--- config.mk ---
export PLATFORM = sky130hd
export DESIGN_NAME = pipelined_control_unit
export DESIGN_NICKNAME = d
export VERILOG_FILES = /design/src/rtl/cu_pkg.sv /design/src/rtl/cu_decoder.sv /design/src/rtl/pipelined_control_unit.sv
export SDC_FILE = /design/constraint.sdc
export NUM_CORES = 1
export LEC_CHECK = 0
export ABC_AREA = 1
export CAP_MARGIN = 20
export CORE_MARGIN = 1.5
export CORE_UTILIZATION = 42
export DETAILED_ROUTE_END_ITERATION = 6
export PLACE_DENSITY = 0.74
export SLEW_MARGIN = 10
export SYNTH_ARGS = -nofsm -noshare
export SYNTH_HDL_FRONTEND = slang
export SYNTH_SLANG_ARGS = --single-unit
export TNS_END_PERCENT = 1
--- constraint.sdc ---
create_clock -name clk -period 1.4 [get_ports clk]
set_clock_uncertainty 0.2 [all_clocks]
set_input_delay 0.14 -clock clk [delete_from_list [all_inputs] [get_ports clk]]
set_output_delay 0.14 -clock clk [all_outputs]
set_load 0.03 [all_outputs]
--- src/rtl/cu_pkg.sv ---
// cu_pkg: shared types and constants for the pipelined control unit.
//   opcode_e  - 4-bit base opcode encodings
//   alu_op_e  - 3-bit ALU operation encodings
//   ctrl_t    - packed control bundle carried to the execute stage
//   CTRL_NOP  - all-flags-clear bundle with alu_op=NOP
//   CTRL_MUL  - bundle emitted when a multi-cycle MUL completes
package cu_pkg;

  typedef enum logic [3:0] {
    OP_NOP   = 4'd0,
    OP_ADD   = 4'd1,
    OP_SUB   = 4'd2,
    OP_AND   = 4'd3,
    OP_OR    = 4'd4,
    OP_XOR   = 4'd5,
    OP_ADDI  = 4'd6,
    OP_LOAD  = 4'd7,
    OP_STORE = 4'd8,
    OP_BEQ   = 4'd9,
    OP_JAL   = 4'd10,
    OP_MUL   = 4'd11
  } opcode_e;

  typedef enum logic [2:0] {
    ALU_ADD = 3'd0,
    ALU_SUB = 3'd1,
    ALU_AND = 3'd2,
    ALU_OR  = 3'd3,
    ALU_XOR = 3'd4,
    ALU_MUL = 3'd5,
    ALU_NOP = 3'd7
  } alu_op_e;

  typedef struct packed {
    logic    reg_write;
    logic    mem_read;
    logic    mem_write;
    logic    alu_src;
    alu_op_e alu_op;
    logic    branch;
    logic    jump;
    logic    illegal;
  } ctrl_t;

  localparam ctrl_t CTRL_NOP = '{reg_write: 1'b0, mem_read: 1'b0, mem_write: 1'b0,
                                 alu_src: 1'b0, alu_op: ALU_NOP, branch: 1'b0,
                                 jump: 1'b0, illegal: 1'b0};

  localparam ctrl_t CTRL_MUL = '{reg_write: 1'b1, mem_read: 1'b0, mem_write: 1'b0,
                                 alu_src: 1'b0, alu_op: ALU_MUL, branch: 1'b0,
                                 jump: 1'b0, illegal: 1'b0};

endpackage

--- src/rtl/cu_decoder.sv ---
// cu_decoder: purely combinational opcode -> control bundle decode.
//   opcode [OPCODE_W-1:0] in  - instruction opcode
//   ctrl   ctrl_t         out - decoded control bundle
// Configuration: CU_ILLEGAL_TRAP_EN defined marks illegal opcodes with
// ctrl.illegal=1; otherwise illegal opcodes decode exactly as NOP.
module cu_decoder
  import cu_pkg::*;
#(
  parameter int OPCODE_W = 4
) (
  input  logic [OPCODE_W-1:0] opcode,
  output ctrl_t               ctrl
);

  logic hi_nonzero;

  if (OPCODE_W > 4) begin : g_hi
    assign hi_nonzero = |opcode[OPCODE_W-1:4];
  end else begin : g_no_hi
    assign hi_nonzero = 1'b0;
  end

  always_comb begin
    ctrl = CTRL_NOP;
    if (hi_nonzero) begin
`ifdef CU_ILLEGAL_TRAP_EN
      ctrl.illegal = 1'b1;
`endif
    end else begin
      case (opcode[3:0])
        OP_NOP: ;
        OP_ADD: begin ctrl.reg_write = 1'b1; ctrl.alu_op = ALU_ADD; end
        OP_SUB: begin ctrl.reg_write = 1'b1; ctrl.alu_op = ALU_SUB; end
        OP_AND: begin ctrl.reg_write = 1'b1; ctrl.alu_op = ALU_AND; end
        OP_OR:  begin ctrl.reg_write = 1'b1; ctrl.alu_op = ALU_OR;  end
        OP_XOR: begin ctrl.reg_write = 1'b1; ctrl.alu_op = ALU_XOR; end
        OP_ADDI: begin
          ctrl.reg_write = 1'b1;
          ctrl.alu_src   = 1'b1;
          ctrl.alu_op    = ALU_ADD;
        end
        OP_LOAD: begin
          ctrl.reg_write = 1'b1;
          ctrl.mem_read  = 1'b1;
          ctrl.alu_src   = 1'b1;
          ctrl.alu_op    = ALU_ADD;
        end
        OP_STORE: begin
          ctrl.mem_write = 1'b1;
          ctrl.alu_src   = 1'b1;
          ctrl.alu_op    = ALU_ADD;
        end
        OP_BEQ: begin ctrl.branch = 1'b1; ctrl.alu_op = ALU_SUB; end
        OP_JAL: begin
          ctrl.jump      = 1'b1;
          ctrl.reg_write = 1'b1;
          ctrl.alu_op    = ALU_ADD;
        end
        OP_MUL: ctrl = CTRL_MUL;
        default: begin
`ifdef CU_ILLEGAL_TRAP_EN
          ctrl.illegal = 1'b1;
`endif
        end
      endcase
    end
  end

endmodule

--- src/rtl/pipelined_control_unit.sv ---
// pipelined_control_unit: handshaked decode stage between fetch and execute.
//   clk, rst_n (async, active-low)
//   in_valid/in_ready/opcode   - opcode handshake from fetch
//   flush                      - synchronous redirect; drops bundle, aborts MUL
//   out_valid/out_ready        - bundle handshake to execute
//   reg_write, mem_read, mem_write, alu_src, branch, jump, alu_op[2:0]
//   busy                       - multi-cycle MUL in progress
//   illegal                    - current bundle came from an illegal opcode
// Configuration: CU_ILLEGAL_TRAP_EN (see cu_decoder).
module pipelined_control_unit
  import cu_pkg::*;
#(
  parameter int OPCODE_W   = 4,
  parameter int MUL_CYCLES = 4
) (
  input  logic                clk,
  input  logic                rst_n,
  input  logic                in_valid,
  output logic                in_ready,
  input  logic [OPCODE_W-1:0] opcode,
  input  logic                flush,
  output logic                out_valid,
  input  logic                out_ready,
  output logic                reg_write,
  output logic                mem_read,
  output logic                mem_write,
  output logic                alu_src,
  output logic                branch,
  output logic                jump,
  output logic [2:0]          alu_op,
  output logic                busy,
  output logic                illegal
);

  localparam int CNT_W = (MUL_CYCLES > 2) ? $clog2(MUL_CYCLES) : 1;
  localparam logic [CNT_W-1:0] MUL_LOAD = CNT_W'(MUL_CYCLES - 2);

  typedef enum logic [0:0] {S_IDLE, S_MUL_WAIT} state_e;

  state_e           state_q, state_d;
  logic [CNT_W-1:0] cnt_q, cnt_d;
  ctrl_t            dec, out_q;
  logic             accept, is_mul, mul_done;

  cu_decoder #(.OPCODE_W(OPCODE_W)) u_dec (
    .opcode (opcode),
    .ctrl   (dec)
  );

  assign is_mul   = (dec.alu_op == ALU_MUL);
  assign in_ready = !flush && (state_q == S_IDLE) && (!out_valid || out_ready);
  assign accept   = in_valid && in_ready;
  assign busy     = (state_q == S_MUL_WAIT);

  always_comb begin
    state_d  = state_q;
    cnt_d    = cnt_q;
    mul_done = 1'b0;
    if (flush) begin
      state_d = S_IDLE;
      cnt_d   = '0;
    end else begin
      case (state_q)
        S_IDLE: begin
          if (accept && is_mul) begin
            state_d = S_MUL_WAIT;
            cnt_d   = MUL_LOAD;
          end
        end
        S_MUL_WAIT: begin
          if (cnt_q == '0) begin
            mul_done = 1'b1;
            state_d  = S_IDLE;
          end else begin
            cnt_d = cnt_q - 1'b1;
          end
        end
        default: state_d = S_IDLE;
      endcase
    end
  end

  always_ff @(posedge clk or negedge rst_n) begin
    if (!rst_n) begin
      state_q <= S_IDLE;
      cnt_q   <= '0;
    end else begin
      state_q <= state_d;
      cnt_q   <= cnt_d;
    end
  end

  // out_valid is always 0 while a MUL is pending (acceptance required the
  // register to be empty or draining), so completion can load unconditionally.
  always_ff @(posedge clk or negedge rst_n) begin
    if (!rst_n) begin
      out_valid <= 1'b0;
      out_q     <= CTRL_NOP;
    end else if (flush) begin
      out_valid <= 1'b0;
    end else if (mul_done) begin
      out_valid <= 1'b1;
      out_q     <= CTRL_MUL;
    end else if (accept && !is_mul) begin
      out_valid <= 1'b1;
      out_q     <= dec;
    end else if (out_valid && out_ready) begin
      out_valid <= 1'b0;
    end
  end

  assign reg_write = out_q.reg_write;
  assign mem_read  = out_q.mem_read;
  assign mem_write = out_q.mem_write;
  assign alu_src   = out_q.alu_src;
  assign branch    = out_q.branch;
  assign jump      = out_q.jump;
  assign alu_op    = out_q.alu_op;
  assign illegal   = out_q.illegal;

endmodule

# == Word-level counts from Yosys, hierarchy flattened ==
# Cells that the tools add are included.
# totals
out_inout_bits,13
register_bits,14
in_bits,9
elab_cells,71
# classes
add_sub_neg,1
bitwise,2
n_mux,24
eq_ne,14
reduce_logical,19
# op_table
cell,n
$mux 10,2
$pmux 3 s6,1
$eq 4x3->1 const B,4
$eq 4x4->1 const B,4
$mux 1,16
$reduce_or 9->1,1
$eq 4x2->1 const B,2
$logic_and 1x1->1,6
$mux 2,3
$reduce_or 5->1,1
$eq 4x1->1 const B,1
$pmux 2 s2,1
$reduce_and 2->1,2
$reduce_bool 4->1,1
$eq 3x3->1 const B,1
$logic_not 1->1,3
$ne 3x2->1 const B,1
$ne 3x3->1 const B,1
$reduce_or 3->1,1
$logic_not 2->1,1
$not 1->1,2
$pmux 1 s2,1
$reduce_bool 2->1,1
$reduce_or 2->1,1
2 further kinds,2

# == Longest topological paths before layout ==
# depth
word_depth,9
ltp_mapped,10
ltp_nobuf,10

# == Hierarchy ==
# A second synthesis with hierarchy kept.
# unflattened
cells_unflattened,112
area_unflattened_um2,819.5
# by_module_without_submodules
mod,seq_area_each_um2,cells_per_inst,area_each_um2,n_inst
pipelined_control_unit,354.1,77,671.9,1
cu_decoder,0.0,35,147.6,1

# == Worst setup path after synthesis ==
# Ideal clock, no wire load.
# synth_timing
path_type,flip-flop to flip-flop
start,"register state_q, in the netlist busy"
end,"register out_q, in the netlist reg_write"
path_buffers,0
required_ns,1.129
slack_ns,-0.471
setup_time_ns,0.071
arrival_ns,1.599
path_stages_with_launch,8
synth_period_minus_slack_ns,1.871
path_cell_list,dfrtp_1 -> inv_1 -> nand2_1 -> nor2_1 -> nand3_2 -> nand2_1 -> nor2_1 -> nor2_1
# synth_via
elab_chain_cells,7
elab_cells_between_ends,10
cone_classes,mux (3); bitwise (1); reduce/logical (6)
# synth_rtl
item,line_no,source
start: declaration,pipelined_control_unit.sv:40,"state_e state_q, state_d;"
start signal: assignment,pipelined_control_unit.sv:88,state_q <= state_d;
$not 1->1,n/a,
$logic_and 1x1->1 (2 in a row),pipelined_control_unit.sv:51,assign in_ready = !flush && (state_q == S_IDLE) && (!out_valid || out_ready);
via in_ready,pipelined_control_unit.sv:19,"output logic in_ready,"
$logic_and 1x1->1,pipelined_control_unit.sv:52,assign accept = in_valid && in_ready;
$logic_and 1x1->1,pipelined_control_unit.sv:104,end else if (accept && !is_mul) begin
$reduce_bool 2->1 (no line),n/a,
$reduce_and 2->1 (no line),n/a,
end signal: assignment,pipelined_control_unit.sv:98,out_q <= CTRL_NOP;
end signal: assignment,pipelined_control_unit.sv:103,out_q <= CTRL_MUL;
end signal: assignment,pipelined_control_unit.sv:106,out_q <= dec;
end: declaration,pipelined_control_unit.sv:42,"ctrl_t dec, out_q;"
# The timed path passes the listed nets, and every way through them passes these cells.
# A chain may end at the register's enable or synchronous reset.

# == Worst setup path in the final report ==
# layout_timing
start,"register state_q, in the netlist busy"
end,output port in_ready
# layout_via
elab_chain_cells,3
# layout_rtl
item,line_no
$not 1->1,n/a
$logic_and 1x1->1 (2 in a row),pipelined_control_unit.sv:51
end: declaration,pipelined_control_unit.sv:19
# No other way between the ends.

==> metrics.md <==
| Metric | Value |
|---|---|
| Placer Congestion | 0.847 |
| Synthesized area | a little over 800 um^2 |
| Fin. Hold Viols | 0 |
| Cell with the most instances after synthesis | nand2_1 |
| Hold WS | between 0.1 and 0.15 ns |
| Power density over the cells | 805 nW/um^2 |
| Status | complete, but fails checks |
| Post-Syn Instances | 109 |
| Vias per inst | 4.80 |
| CP endpoint kind | primary output |
| Total GRT Usage | 21.0% |
| FF+latch count, synth | 13 |
| Die width | 46.9 um |
| Largest net degree at the start of global routing | 14 |
| Top-level I/O count | 22 |
| Failing checks | negative setup slack |
| Clock-pin slew on the worst setup and hold paths | around 0.08 ns |
| # clock sinks | 13 |
| Area of the multi-input gates | 472 um^2 |
| Post-layout min period | 1.52 ns |
| Synth Area in Simple Gates | 39.5% |
| Busiest grt layer | met2 |
| Adder-cell area share of the yosys netlist | 1.54% |
| Setup TNS | -0.806 ns |
| M2 GR Usage | 37.0% |
| Yosys top cell area share | 30.9% |
| Core Area | 1760 um^2 |
| Post-synthesis xor/xnor area fraction | 0% |
| # DRC | 0 |
| GR Util met3 | 1.92% |
| H-tree levels | 1 |
| Diode count | 0 |
| Placement-stage cell area | 1200 um^2 |
| Maxcap violations | 0 |
| Synth area leader | dfrtp_1 |
| CP Depth | 5 |
| Rows | 15 |
| Post-synth EDFFs | 0 |
| TritonCTS clock tree | yes |
| Synth Warn # | 0 |
| Top_reg_cell synth | dfrtp_1 |
| Root Driver | clkbuf_4 |
| Die H | 46.9 um |
| Max stage delay on crit path | 0.45 ns |
| Sequential area share after synthesis | between 40% and 50% |
| Cell breakdown of the critical path | inv_2 > nand2_4 > nor2_4 > buf_6 > buf_6 |
| Port buffer count | 20 |
| R2R cell count | 8 |
| Post-synthesis async set-or-reset flop share | 100% |
| Vias in the first global route | 854 |
| Req. time, crit path | 1.06 ns |
| CP max-delay cell | dfrtp_2 |
| Post-synthesis compound-gate area fraction | under 10% |
| Fillers | approximately 150 |
| Die area | 2200 um^2 |
| Commonest cells post-synth | nand2_1 (35), nor2_1 (16), dfrtp_1 (10) |
| Post-Syn Area per Cell | 7.44 um^2 |
| RSZ-0062 raised after global routing | true |
| Cts bufs inserted | 3 |
| Share of layout cells above drive strength 1 | between 40% and 50% |
| Syn Nets | roughly 120 |
| Initial Utilization | a little under half |
| Leakage power total | 0.686 nW |
| Maximum VDD drop | between 0.3 and 0.4 mV |
| Yosys cell types | 23 |
| Final worst-path setup slack | -0.119 ns |
| Max Slew Vio Count | 0 |
| WL per Instance | 11.1 um |
| CP top delay family | flip-flops |
| Worst Path Max Fanout | 6 |
| Worst-Skew Late Latency | 0.27 ns |
| Crit start category | flip-flop |
| Final WL | 2030 um |
| Met1 Use GR | a little over a quarter |
| Nets@finish | around 170 |
| P&R area growth vs syn | 61.6% |
| Worst Hold Class | primary input to flip-flop |
| Hpwl dp | roughly 1600 um |
| Crit path buf inv count | 3 |
| Initial DRC count | 22 |
| GRT overflow | 0 |
| WS Path Type | flip-flop to primary output |
| Main combinational cell family by area after synthesis | simple AND/OR/NAND/NOR gates |
| Synth top area cells | dfrtp_1 (31%), nand2_1 (16%), dfstp_2 (9.7%) |
| Mux cell area share after synthesis | 0% |
| TritonRoute pass-1 iters | 4 |
| Period utilization | 109% |
| ANT nets after route | 0 |
| Design area | 1310 um^2 |
| DR vias | 873 |
| Initial antenna violation count | 0 |
| # setup viols final | 13 |
| Hold depth | 4 |
| Global-route wire length before repair | 3390 um |
| Crit path DAT | 1.18 ns |
| Clock Path Buffers | 2 |
| FMAX | 0.658 GHz |
| Most frequent CP cell | buf_6 |
| Storage cell area | 332 um^2 |
power by group:
part           internal [mW]  leakage (nW)  switching [mW]
registers              0.426         0.160          0.0250
clock network          0.110        0.0150           0.117
logic                  0.161         0.511           0.215
per-layer routing:
metal / vias to the layer above / part of all wire (%) / wire length [um]
li1: 434 / - / -
met1: 405 / 40 / 817
met2: 32 / 54 / 1100
met3: 2 / 4.4 / 89
met4: 0 / 1.0 / 21
met5: - / 0 / 0
layout make-up:
class	instances	area share, %
inverter	11	3.15
tap	25	2.39
multi-input combinational	82	36.0
sequential	13	25.3
clock buffer	4	2.01
timing repair buffer	47	31.1
worst register-to-register path: cells and delay by family (launching register included):
kind	cells	cell delay (ns)
DFF	1	0.40
and+or+nand+nor	4	0.35
buffers and inverters	3	0.30
adders and majority gates	1	0.17
worst paths after layout:
kind                        endpoint      start  slack (ns)
max in group asynchronous  alu_op[0]      rst_n        0.25
min in group asynchronous   cnt_q[0]      rst_n        0.51
setup / recovery            in_ready       busy       -0.12
hold reg to reg            alu_op[0]  alu_op[0]        0.27
hold / removal                  busy      flush        0.14
setup reg to reg            cnt_q[0]   cnt_q[1]       -0.12
cell usage in the layout (no fill, tap or decap), drive strengths merged, types with 2 or more instances in the layout:
| cell | n |
|---|---|
| a21oi | 2 |
| clkbuf | 6 |
| nor2 | 19 |
| clkdlybuf4s15 | 3 |
| buf | 32 |
| dfstp | 3 |
| nand2 | 42 |
| inv | 11 |
| dfrtp | 10 |
| nor3 | 2 |
| clkdlybuf4s50 | 6 |
| o21ai | 6 |
| nand3 | 6 |
| dlymetal6s2s | 2 |
sequential cells by signal, summed over array words and instances, names as in the netlist:
| name | count |
|---|---|
| alu_src | 1 |
| out_valid | 1 |
| busy | 1 |
| jump | 1 |
| reg_write | 1 |
| mem_read | 1 |
| branch | 1 |
| mem_write | 1 |
| cnt_q | 2 |
| alu_op | 3 |
timing repair:
| item | in CTS | in global routing |
|---|---|---|
| pin swaps | 1 | 3 |
| hold endpoints to repair | 10 | 0 |
| endpoints found under the setup margin | 19 | 19 |
| buffers inserted | 0 | 4 |
| hold buffers | 1 | 0 |
| gates resized for setup | 11 | 19 |
metrics by stage:
step / cells / setup slack [ns] / util [%] / power (mW)
final: 182 / -0.119 / 74.3 / 1.05
after global routing: 182 / -0.177 / 74.3 / 1.12
after CTS: 178 / -0.136 / 70.5 / 1.05
after detailed placement: 173 / -0.316 / 68.2 / 0.829
after global placement: 173 / -0.260 / 68.2 / 0.817
after floorplan: 109 / -0.0684 / - / 0.659
cells by family after synthesis:
group	after synthesis
AOI/OAI and AO/OA	10
adders and majority gates	1
buffers and inverters	14
DFF	13
other	1
and+or+nand+nor	70
Note: power is estimated with default switching activity, not from simulation.
